===== config.mk =====
export PLATFORM = sky130hd
export DESIGN_NAME = eth_tx_mux
export DESIGN_NICKNAME = d
export VERILOG_FILES = /design/src/rtl/eth_tx_mux.sv
export SDC_FILE = /design/constraint.sdc
export NUM_CORES = 1
export LEC_CHECK = 0
export CAP_MARGIN = 30
export CELL_PAD_IN_SITES_DETAIL_PLACEMENT = 1
export CELL_PAD_IN_SITES_GLOBAL_PLACEMENT = 2
export CORE_MARGIN = 5
export CORE_UTILIZATION = 30
export DETAILED_ROUTE_END_ITERATION = 16
export GPL_TIMING_DRIVEN = 1
export PLACE_DENSITY = 0.9
export RECOVER_POWER = 50
export REMOVE_ABC_BUFFERS = 1
export SLEW_MARGIN = 10
export SYNTH_ARGS = -nofsm -noshare
export SYNTH_HDL_FRONTEND = slang
export SYNTH_SLANG_ARGS = --single-unit

===== constraint.sdc =====
create_clock -name clk -period 5.6 [get_ports clk]
set_input_delay 1.12 -clock clk [delete_from_list [all_inputs] [get_ports clk]]
set_output_delay 1.12 -clock clk [all_outputs]
set_load 0.02 [all_outputs]

===== src/rtl/eth_tx_mux.sv =====
// Ethernet transmit multiplexer: selects one of SOURCE_NUM byte sources and
// frames it with preamble/SFD, minimum-size padding, error marking and IFG.
module eth_tx_mux #(
  parameter int SOURCE_NUM = 4,
  parameter int IFG_LEN    = 12
) (
  input  logic                    clk,
  input  logic                    rst,
  input  logic                    start,
  input  logic [SOURCE_NUM-1:0]   sel,
  output logic                    stop,
  output logic                    wr_allow,
  input  logic [8*SOURCE_NUM-1:0] src_data,
  input  logic [SOURCE_NUM-1:0]   src_valid,
  input  logic [SOURCE_NUM-1:0]   src_last,
  output logic [SOURCE_NUM-1:0]   src_rd,
  output logic [7:0]              tx_data,
  output logic                    tx_en,
  output logic                    tx_er
);

  localparam int CW = $clog2(SOURCE_NUM);

  localparam logic [10:0] MIN_LEN = 11'd60;
  localparam logic [10:0] MAX_LEN = 11'd1514;
  localparam logic [10:0] CNT_MAX = 11'h7FF;
  localparam logic [7:0]  IFG_END = 8'(IFG_LEN - 1);

  typedef enum logic [2:0] {
    IDLE,
    PRE,
    DATA,
    PAD,
    DRAIN,
    IFG,
    DONE
  } state_t;

  state_t        state, state_n;
  logic [CW-1:0] cur, cur_n;
  logic [10:0]   cnt, cnt_n;
  logic [2:0]    pre_cnt, pre_n;
  logic [7:0]    ifg_cnt, ifg_n;
  logic [7:0]    txd_n;
  logic          txen_n;
  logic          txer_n;
  logic          stop_n;
  logic          rd_hit;

  logic [CW-1:0] low_idx;
  logic [7:0]    cur_data;
  logic          cur_valid;
  logic          cur_last;
  logic [10:0]   cnt_inc;

  assign wr_allow  = (state == IDLE) & ~start;
  assign cur_valid = src_valid[cur];
  assign cur_last  = src_last[cur];
  assign cnt_inc   = (cnt == CNT_MAX) ? cnt : cnt + 11'd1;

  // Lowest set index of sel (descending scan, last hit wins).
  always_comb begin
    low_idx = '0;
    for (int k = SOURCE_NUM - 1; k >= 0; k--) begin
      if (sel[k]) low_idx = CW'(k);
    end
  end

  // Byte lane of the current source.
  always_comb begin
    cur_data = '0;
    for (int k = 0; k < SOURCE_NUM; k++) begin
      if (cur == CW'(k)) cur_data = src_data[8*k +: 8];
    end
  end

  // Pop strobe; suppressed while rst is high so an abort pops nothing.
  always_comb begin
    src_rd = '0;
    if (rd_hit && !rst) src_rd[cur] = 1'b1;
  end

  // Next state plus next registered tx/stop values.
  always_comb begin
    state_n = state;
    cur_n   = cur;
    cnt_n   = cnt;
    pre_n   = pre_cnt;
    ifg_n   = ifg_cnt;
    txd_n   = 8'h00;
    txen_n  = 1'b0;
    txer_n  = 1'b0;
    stop_n  = 1'b0;
    rd_hit  = 1'b0;
    unique case (state)
      IDLE: begin
        if (start) begin
          if (sel == '0) begin
            state_n = DONE;
            stop_n  = 1'b1;
          end else begin
            state_n = PRE;
            cur_n   = low_idx;
            cnt_n   = '0;
            pre_n   = '0;
            txd_n   = 8'h55;
            txen_n  = 1'b1;
          end
        end
      end
      PRE: begin
        txen_n = 1'b1;
        if (pre_cnt == 3'd6) begin
          txd_n   = 8'hD5;
          state_n = DATA;
        end else begin
          txd_n = 8'h55;
          pre_n = pre_cnt + 3'd1;
        end
      end
      DATA: begin
        ifg_n = '0;
        if (cur_valid) begin
          rd_hit = 1'b1;
          txd_n  = cur_data;
          txen_n = 1'b1;
          cnt_n  = cnt_inc;
          if (cur_last) begin
            state_n = (cnt_inc < MIN_LEN) ? PAD : IFG;
          end else if (cnt_inc == MAX_LEN) begin
            txer_n  = 1'b1;
            state_n = DRAIN;
          end
        end else begin
          txen_n  = 1'b1;
          txer_n  = 1'b1;
          state_n = IFG;
        end
      end
      PAD: begin
        txen_n = 1'b1;
        cnt_n  = cnt_inc;
        ifg_n  = '0;
        if (cnt_inc >= MIN_LEN) state_n = IFG;
      end
      DRAIN: begin
        ifg_n = '0;
        if (cur_valid) begin
          rd_hit = 1'b1;
          if (cur_last) state_n = IFG;
        end
      end
      IFG: begin
        if (ifg_cnt == IFG_END) begin
          stop_n  = 1'b1;
          state_n = IDLE;
        end else begin
          ifg_n = ifg_cnt + 8'd1;
        end
      end
      DONE: begin
        state_n = IDLE;
      end
      default: begin
        state_n = IDLE;
      end
    endcase
  end

  // State, counters and registered outputs.
  always_ff @(posedge clk) begin
    if (rst) begin
      state   <= IDLE;
      cur     <= '0;
      cnt     <= '0;
      pre_cnt <= '0;
      ifg_cnt <= '0;
      tx_data <= 8'h00;
      tx_en   <= 1'b0;
      tx_er   <= 1'b0;
      stop    <= 1'b0;
    end else begin
      state   <= state_n;
      cur     <= cur_n;
      cnt     <= cnt_n;
      pre_cnt <= pre_n;
      ifg_cnt <= ifg_n;
      tx_data <= txd_n;
      tx_en   <= txen_n;
      tx_er   <= txer_n;
      stop    <= stop_n;
    end
  end

endmodule


After elaboration in Yosys (flattened, before gate mapping)
Index checks and enable logic that the tools add are counted.

operators by class
  reduce and logical (&&, ||, !) cells = 18
  muxes and demuxes = 55
  order comparisons = 4
  bitwise operators = 4
  eq/ne operators = 23
  $add $sub $neg = 3

operators with widths
  operator                                                      count
  two-way mux 8 bit                                             7
  two-way mux 11 bit                                            4
  two-way mux 3 bit                                             14
  case mux 11 bit (3 select lines)                              1
  case mux 8 bit (3 select lines)                               1
  equality test 11 bit (second input constant)                  2
  != test 2 bit (second input constant)                         10
  case mux 3 bit (6 select lines)                               1
  case mux 8 bit (2 select lines)                               1
  two-way mux 7 bit                                             2
  two-way mux 1 bit                                             13
  adder 11 x 1 -> 11 bit (second input constant)                1
  >= comparator 11 x 6 -> 1 bit (second input constant)         1
  less-than comparator 11 x 6 -> 1 bit (second input constant)  1
  equality test 3 bit (second input constant)                   3
  adder 8 x 1 -> 8 bit (second input constant)                  1
  equality test 8 x 4 -> 1 bit (second input constant)          1
  two-way mux 2 bit                                             4
  AND reduction 4 bit                                           2
  AND reduction 7 bit                                           1
  equality test 3 x 2 -> 1 bit (second input constant)          2
  case mux 3 bit (2 select lines)                               1
  OR reduction 3 bit                                            2
  binary-select mux 1 bit (select 2 bit)                        2
  other kinds (22)                                              29

word-level totals
  flip-flop bits (word level) = 38
  bits of input ports = 47
  output and inout bits = 16

Depth between registers and ports, before layout
Gate-level depths: netlist of run 1.

  depth in word-level cells = 7
  gate-level depth with buffers = 9
  depth with buffers taken out = 8

Worst setup path after synthesis of run 1
OpenSTA, ideal clock, no wires.

  kind = input to output
  from = input src_valid[1]
  to = output src_rd[0]
  stages on the path = 4
  buffers on the path = 0
  slack = 2.206 ns
  data arrival time = 2.274 ns
  cells stage by stage = mux4_2 > nand2_1 > a211oi_1 > nor3b_1

between the ends
  word-level cells in the longest chain between the ends = 6

ends and longest elaborated chain
  what                                     line      RTL
  start: declaration                       14        input logic [SOURCE_NUM-1:0] src_valid,
  binary-select mux 1 bit (select 2 bit)   57        assign cur_valid = src_valid[cur];
  two-way mux 1 bit (not written as such)  57
  two-way mux 1 bit                        123, 148
  two-way mux 1 bit                        n/a
  logical AND 1 bit                        80        if (rd_hit && !rst) src_rd[cur] = 1'b1;
  two-way mux 4 bit                        80
  end: declaration                         16        output logic [SOURCE_NUM-1:0] src_rd,

Every way passes these cells. The select of a mux whose other input is x is not followed.

Final worst setup path of run 1
  from = input src_valid[1]
  to = output src_rd[2]

Same word-level chain as after synthesis.

==> results of run 1 <==
## report_power, final
part	switching [mW]	internal (mW)
clock network	0.0951	0.0993
logic	0.290	0.217
registers	0.0629	0.309
## registers in the layout (all words and copies together) (netlist names)
name     cells
cnt         11
ifg_cnt      8
tx_data      8
pre_cnt      3
state        3
cur          2
stop         1
tx_en        1
tx_er        1
## cell usage after synthesis (4+ instances only)
master    instances  area (um^2)
a21oi_1          26          130
clkbuf_1          7         26.3
buf_6             4         45.0
mux4_2           10          225
nand3_1          14         70.1
inv_1             7         26.3
nand2_1          34          128
nand2b_1          5         31.3
ha_1              4         50.1
nand4_1           6         37.5
mux2i_1           4         40.0
o21ai_0          12         60.1
a211oi_1          4         30.0
nor2_1           30          113
dfxtp_1          38          761
nor3_1           14         70.1
and3_1            8         50.1
## cells by family after synthesis
| kind of cell | count (synthesis) |
|---|---|
| buffers and inverters | 21 |
| muxes | 15 |
| xor gates and xnor gates | 3 |
| AOI/OAI and AO/OA | 67 |
| adders and majority gates | 4 |
| and+or+nand+nor | 137 |
| DFF | 38 |
## worst paths after layout
check | startpoint | end | slack [ns] | cells past startpoint
max | src_valid[1] | src_rd[2] | 1.17 | 7
max reg2reg | cnt[0]$_SDFFE_PP0P_ | state[1]$_SDFFE_PP0P_ | 2.56 | 8
min | ifg_cnt[4]$_SDFFE_PP0P_ | ifg_cnt[4]$_SDFFE_PP0P_ | 0.51 | 1
min reg2reg | ifg_cnt[4]$_SDFFE_PP0P_ | ifg_cnt[4]$_SDFFE_PP0P_ | 0.51 | 1
## critical path, cell delays in order
cell and delay, ns:
dlygate4sd3_1 0.53, mux4_2 0.28, nand2_1 0.11, a211oi_1 0.37
nand2_1 0.15, nor2_1 0.13, clkdlybuf4s50_1 0.61
## stage by stage
step           instances  utilization [%]  area, um^2  setup WS (ns)  total power [mW]
4_1_cts              445             40.8        3150           1.19              1.09
5_1_grt              445             40.6        3130           1.04              1.16
3_3_place_gp         437             39.6        3060           1.21             0.883
2_1_floorplan        271                -        2290           2.20             0.696
3_5_place_dp         437             39.6        3060           1.23             0.895
6_report             445             40.6        3130           1.17              1.07
## layout by cell type (no fill, tap or decap), types with 6 or more instances in the layout
cell              n
nor2_1           30
a21oi_1          26
inv_1             7
o21ai_0          12
mux4_2           10
dfxtp_1          38
clkbuf_8          6
nand3_1          14
clkdlybuf4s50_1  49
nor3_1           14
and3_1            8
nand4_1           7
dlygate4sd3_1    13
nand2_1          34
## metal layers
metal,vias up,part of all wire (%)
met5,-,0
met4,0,1.5
met3,10,2.1
met2,33,52
met1,1170,45
li1,1167,-
## final cells by class
class / instances / area (um^2) / share of cell area (%)
Clock buffer: 7 / 86.3 / 2.75
Clock inverter: 1 / 5.00 / 0.160
Inverter: 7 / 26.3 / 0.838
Multi-Input combinational cell: 226 / 1490 / 47.6
Sequential cell: 38 / 761 / 24.3
Tap cell: 102 / 128 / 4.07
Timing Repair Buffer: 64 / 636 / 20.3
==> results.cfg, run 1 <==
[run_status]
status = completed

[clock_tree]
post_cts.repair.setup_buffers = 0
cts_made_buffers = 5
cts-root-buf = clkbuf_8
cts.sinks = 38
cts.hold.buffers_added = 0
clk_latency_ns = 0.29
path_clk_slew_ns = 0.07
cts.htree.levels = 2
clk_path_buf_depth = 2
cts_tree = built
cts_resized = 0

[sta]
finClkSkew_ns = 0.00470
min_period_ns = 4.43
rsz0062_at_grt = no
hold_slack_ns = 0.507
setup_tns_ns = 0
drv_slew = 0
maxSlewHeadroom_pct = 37.3
setup_violations = 0
hold_violations = 0
fin_crit_sh_pct = 79.1
tightest_slew_ns = 0.933
fmax_mhz = 226

[logic_synthesis]
synthXorXnorAreaFrac_pct = 1.10
synthArstFlopShare_pct = 0
yosys.cell_types.count = 56
synth_top_family_by_area = simple AND/OR/NAND/NOR gates
synth_compound_area_share_pct = 18.6
syn_area_um2 = 2390
yosysWarningCount = 0
yosys.area_share.simple_pct = 29.7
ys_ff_latch = 38
synth_edf_count = 0
synthMuxAreaShare_pct = 11.6
syn_avg_cell_area_um2 = 8.39
synth_fa_ha_area_share_pct = 2.09
synth_top_flop_cell = dfxtp_1
synth_cells = 285
seq_area_frac_synth_pct = 31.8

[layout]
diodes = 0
layout-drive-gt1-share_pct = 8.45
nNetsFinal = 393
fill_cells = 924
area_growth_syn_to_layout_pct = 31.2

[worst_setup_path]
critPathRequiredTime_ns = 4.48
endpoint_kind = primary output
start_kind = input port
crit_arrival_ns = 3.31
path_max_fanout = 4
worstSetupPathType = input port to primary output

[placement]
dp_hpwl_um = 5970
port_buffers = 62
routabilityCongestion = 0.780

[detailed_routing]
drc = 0
dr.pass1.iters = 4
antenna_left = 0
drt-wirelength-per-cell_um = 16.9
drtIter0Drc = 128
vias_per_cell = 5.35
route.vias.total = 2380
wl_um = 7520

[pwr]
p_leak_nw = 1.09
ir_drop_uv = 167
power.density_nw_per_um2 = 342

[global_route]
antenna_found_initial = 0
grt_pass1_wl_um = 12600
grtUsageTotal_pct = 15.8
grtUsageMet3_pct = 2.66
grt-ovfl-total = 0
gr-usage-met1_pct = 20.5
grt_pass1_vias = 2490
grt.met2_usage_pct = 26.7
grt_max_degree = 30
grt-busiest-layer = met2

[job]
cap_violations = 0

[floorplan]
start_util_pct = 30.9
die_area_um2 = 9850
core_um2 = 7730
die_w_um = 99.3
num_rows = 32
die_h_um = 99.3
ioPinCount = 63

[hold_path]
holdCritPathClass = register to register
No activity file was read; power rests on OpenSTA's default activity.
==> run 2: changes to the inputs <==
--- a/config.mk
+++ b/config.mk
@@ -9,10 +9,10 @@
 export CELL_PAD_IN_SITES_DETAIL_PLACEMENT = 1
 export CELL_PAD_IN_SITES_GLOBAL_PLACEMENT = 2
 export CORE_MARGIN = 5
-export CORE_UTILIZATION = 30
+export CORE_UTILIZATION = 28
 export DETAILED_ROUTE_END_ITERATION = 16
 export GPL_TIMING_DRIVEN = 1
-export PLACE_DENSITY = 0.9
+export PLACE_DENSITY = 0.85
 export RECOVER_POWER = 50
 export REMOVE_ABC_BUFFERS = 1
 export SLEW_MARGIN = 10
==> constraint.sdc (replaced) <==
create_clock -name clk -period 4.3 [get_ports clk]
set_input_delay 0.86 -clock clk [delete_from_list [all_inputs] [get_ports clk]]
set_output_delay 0.86 -clock clk [all_outputs]
set_load 0.02 [all_outputs]
==> run 2 against run 1 <==
Setup slack lost 0.83 ns. Hold slack better by 0.0010 ns. Core utilization decreased by 2.3 points. Via count fell by 1.7%. Final cell count rose by 1.1%. Combinational power up 40%. Non-clock buffer count increased by 3. Die area is 6.4% higher. Wire length shrank 5.6%. First-iteration DRC count is 41% lower. Clock skew is 0.0017 ns lower. Critical path type unchanged. Largest power group unchanged.
==> results.cfg, run 2 (synthesis results as in run 1) <==
[placement]
placedCellCount = 443
placed_area_um2 = 3080
dp_hpwl_um = 5530
port_buffers = 62
routabilityCongestion = 0.772

[layout]
regArea_um2 = 761
postLayoutCellArea_um2 = 3160
fill_cells = 1000
final_cell_mix = 49 x clkdlybuf4s50_1, 38 x dfxtp_1, 34 x nand2_1, 30 x nor2_1, 26 x a21oi_1
diodes = 0
multi_input_area_um2 = 1510
instances_no_fill = 450
layout-drive-gt1-share_pct = 8.99
largest_reg_flops = 11
area_growth_syn_to_layout_pct = 32.3
reg_top3 = cnt: 11 flops, ifg_cnt: 8 flops, tx_data: 8 flops
layout_commonest_cell = clkdlybuf4s50_1
nNetsFinal = 396
top_register = cnt

[detailed_routing]
drt-wirelength-per-cell_um = 15.8
drtIter0Drc = 76
drc = 0
wl_um = 7100
antenna_left = 0
dr.pass1.iters = 4
vias_per_cell = 5.20
route.vias.total = 2339

[pwr]
ir_drop_uv = 160
p_leak_nw = 1.11
power.density_nw_per_um2 = 439

[sta]
tightest_slew_ns = 0.964
fin_crit_sh_pct = 92.1
drv_slew = 0
min_period_ns = 3.96
fmax_mhz = 252
maxSlewHeadroom_pct = 35.3
setup_violations = 0
rsz0062_at_grt = no
setup_tns_ns = 0
finClkSkew_ns = 0.00302
hold_violations = 0

[floorplan]
num_rows = 33
die_area_um2 = 10500
die_w_um = 102
start_util_pct = 28.9
die_h_um = 102
core_um2 = 8260
ioPinCount = 63

[worst_setup_path]
worstSetupPathType = input port to primary output
slowest_delay_ns = 0.61
cp_top_family = buffers and inverters
crit_arrival_ns = 3.10
critPathRequiredTime_ns = 3.44
reg2reg_slack_ns = 1.24
crit_top_cell = nand2_1
critPathSlowestCell = clkdlybuf4s50_1
endpoint_kind = primary output
path_max_fanout = 4
cp_num_buf_inv = 2
path_cells = dlygate4sd3_1, mux4_2, nand2_1, a211oi_1, nand2_1, nor2_1, clkdlybuf4s50_1
start_kind = input port

[clock_tree]
clk_path_buf_depth = 2
cts.hold.buffers_added = 0
clk_latency_ns = 0.28
post_cts.repair.setup_buffers = 0
cts_resized = 0
cts_made_buffers = 5
cts-root-buf = clkbuf_8
cts_tree = built
cts.sinks = 38
cts.htree.levels = 2
path_clk_slew_ns = 0.07

[run_status]
status = completed

[job]
cap_violations = 0

[global_route]
grt_max_degree = 30
grt_pass1_wl_um = 11900
grt-ovfl-total = 0
grt_pass1_vias = 2469
grtUsageTotal_pct = 14.1
antenna_found_initial = 0

[hold_path]
holdCritPathClass = register to register
==> run 2: stage by stage <==
step / setup slack [ns] / util, % / total power [mW] / hold slack [ns]
floorplan: 1.42 / - / 0.906 / 0.439
global placement: 0.482 / 37.3 / 1.17 / 0.478
detailed placement: 0.404 / 37.3 / 1.18 / 0.485
CTS: 0.385 / 38.3 / 1.42 / 0.501
global route: 0.205 / 38.3 / 1.49 / 0.514
finish: 0.338 / 38.3 / 1.39 / 0.508
==> run 2: area by class of cell <==
cell class | instances | share of cell area, %
timing repair buffer | 67 | 20.8
sequential | 38 | 24.1
tap | 105 | 4.16
multi-input combinational | 226 | 47.7
clock buffer | 7 | 2.41
inverter | 7 | 0.831
==> run 2: worst paths after layout <==
| check | endpoint | cells after the start | startpoint |
|---|---|---|---|
| max | src_rd[2] | 7 | src_valid[1] |
| min | ifg_cnt[6]$_SDFFE_PP0P_ | 2 | ifg_cnt[6]$_SDFFE_PP0P_ |
| max reg2reg | state[1]$_SDFFE_PP0P_ | 8 | cnt[0]$_SDFFE_PP0P_ |
| min reg2reg | ifg_cnt[6]$_SDFFE_PP0P_ | 2 | ifg_cnt[6]$_SDFFE_PP0P_ |
==> run 2: tightest hold or removal path, stage by stage (launching register included) <==
cell and delay (ns):
dfxtp_1 0.33, nand3_1 0.07, a21oi_1 0.06
==> run 2: routing by layer <==
layer  GRT usage [%]  vias up  part of all wire [%]
met3            1.84        7                   2.5
met2            24.5       36                    50
met1            18.3     1121                    46
met5               0        -                     0
li1                -     1175                     -
met4            3.94        0                   1.2
==> run 2: power breakdown <==
part / leakage (nW) / switching, mW / total (mW) / internal, mW
clock network: 0.0383 / 0.115 / 0.226 / 0.112
registers: 0.308 / 0.0511 / 0.453 / 0.402
logic: 0.761 / 0.408 / 0.709 / 0.300
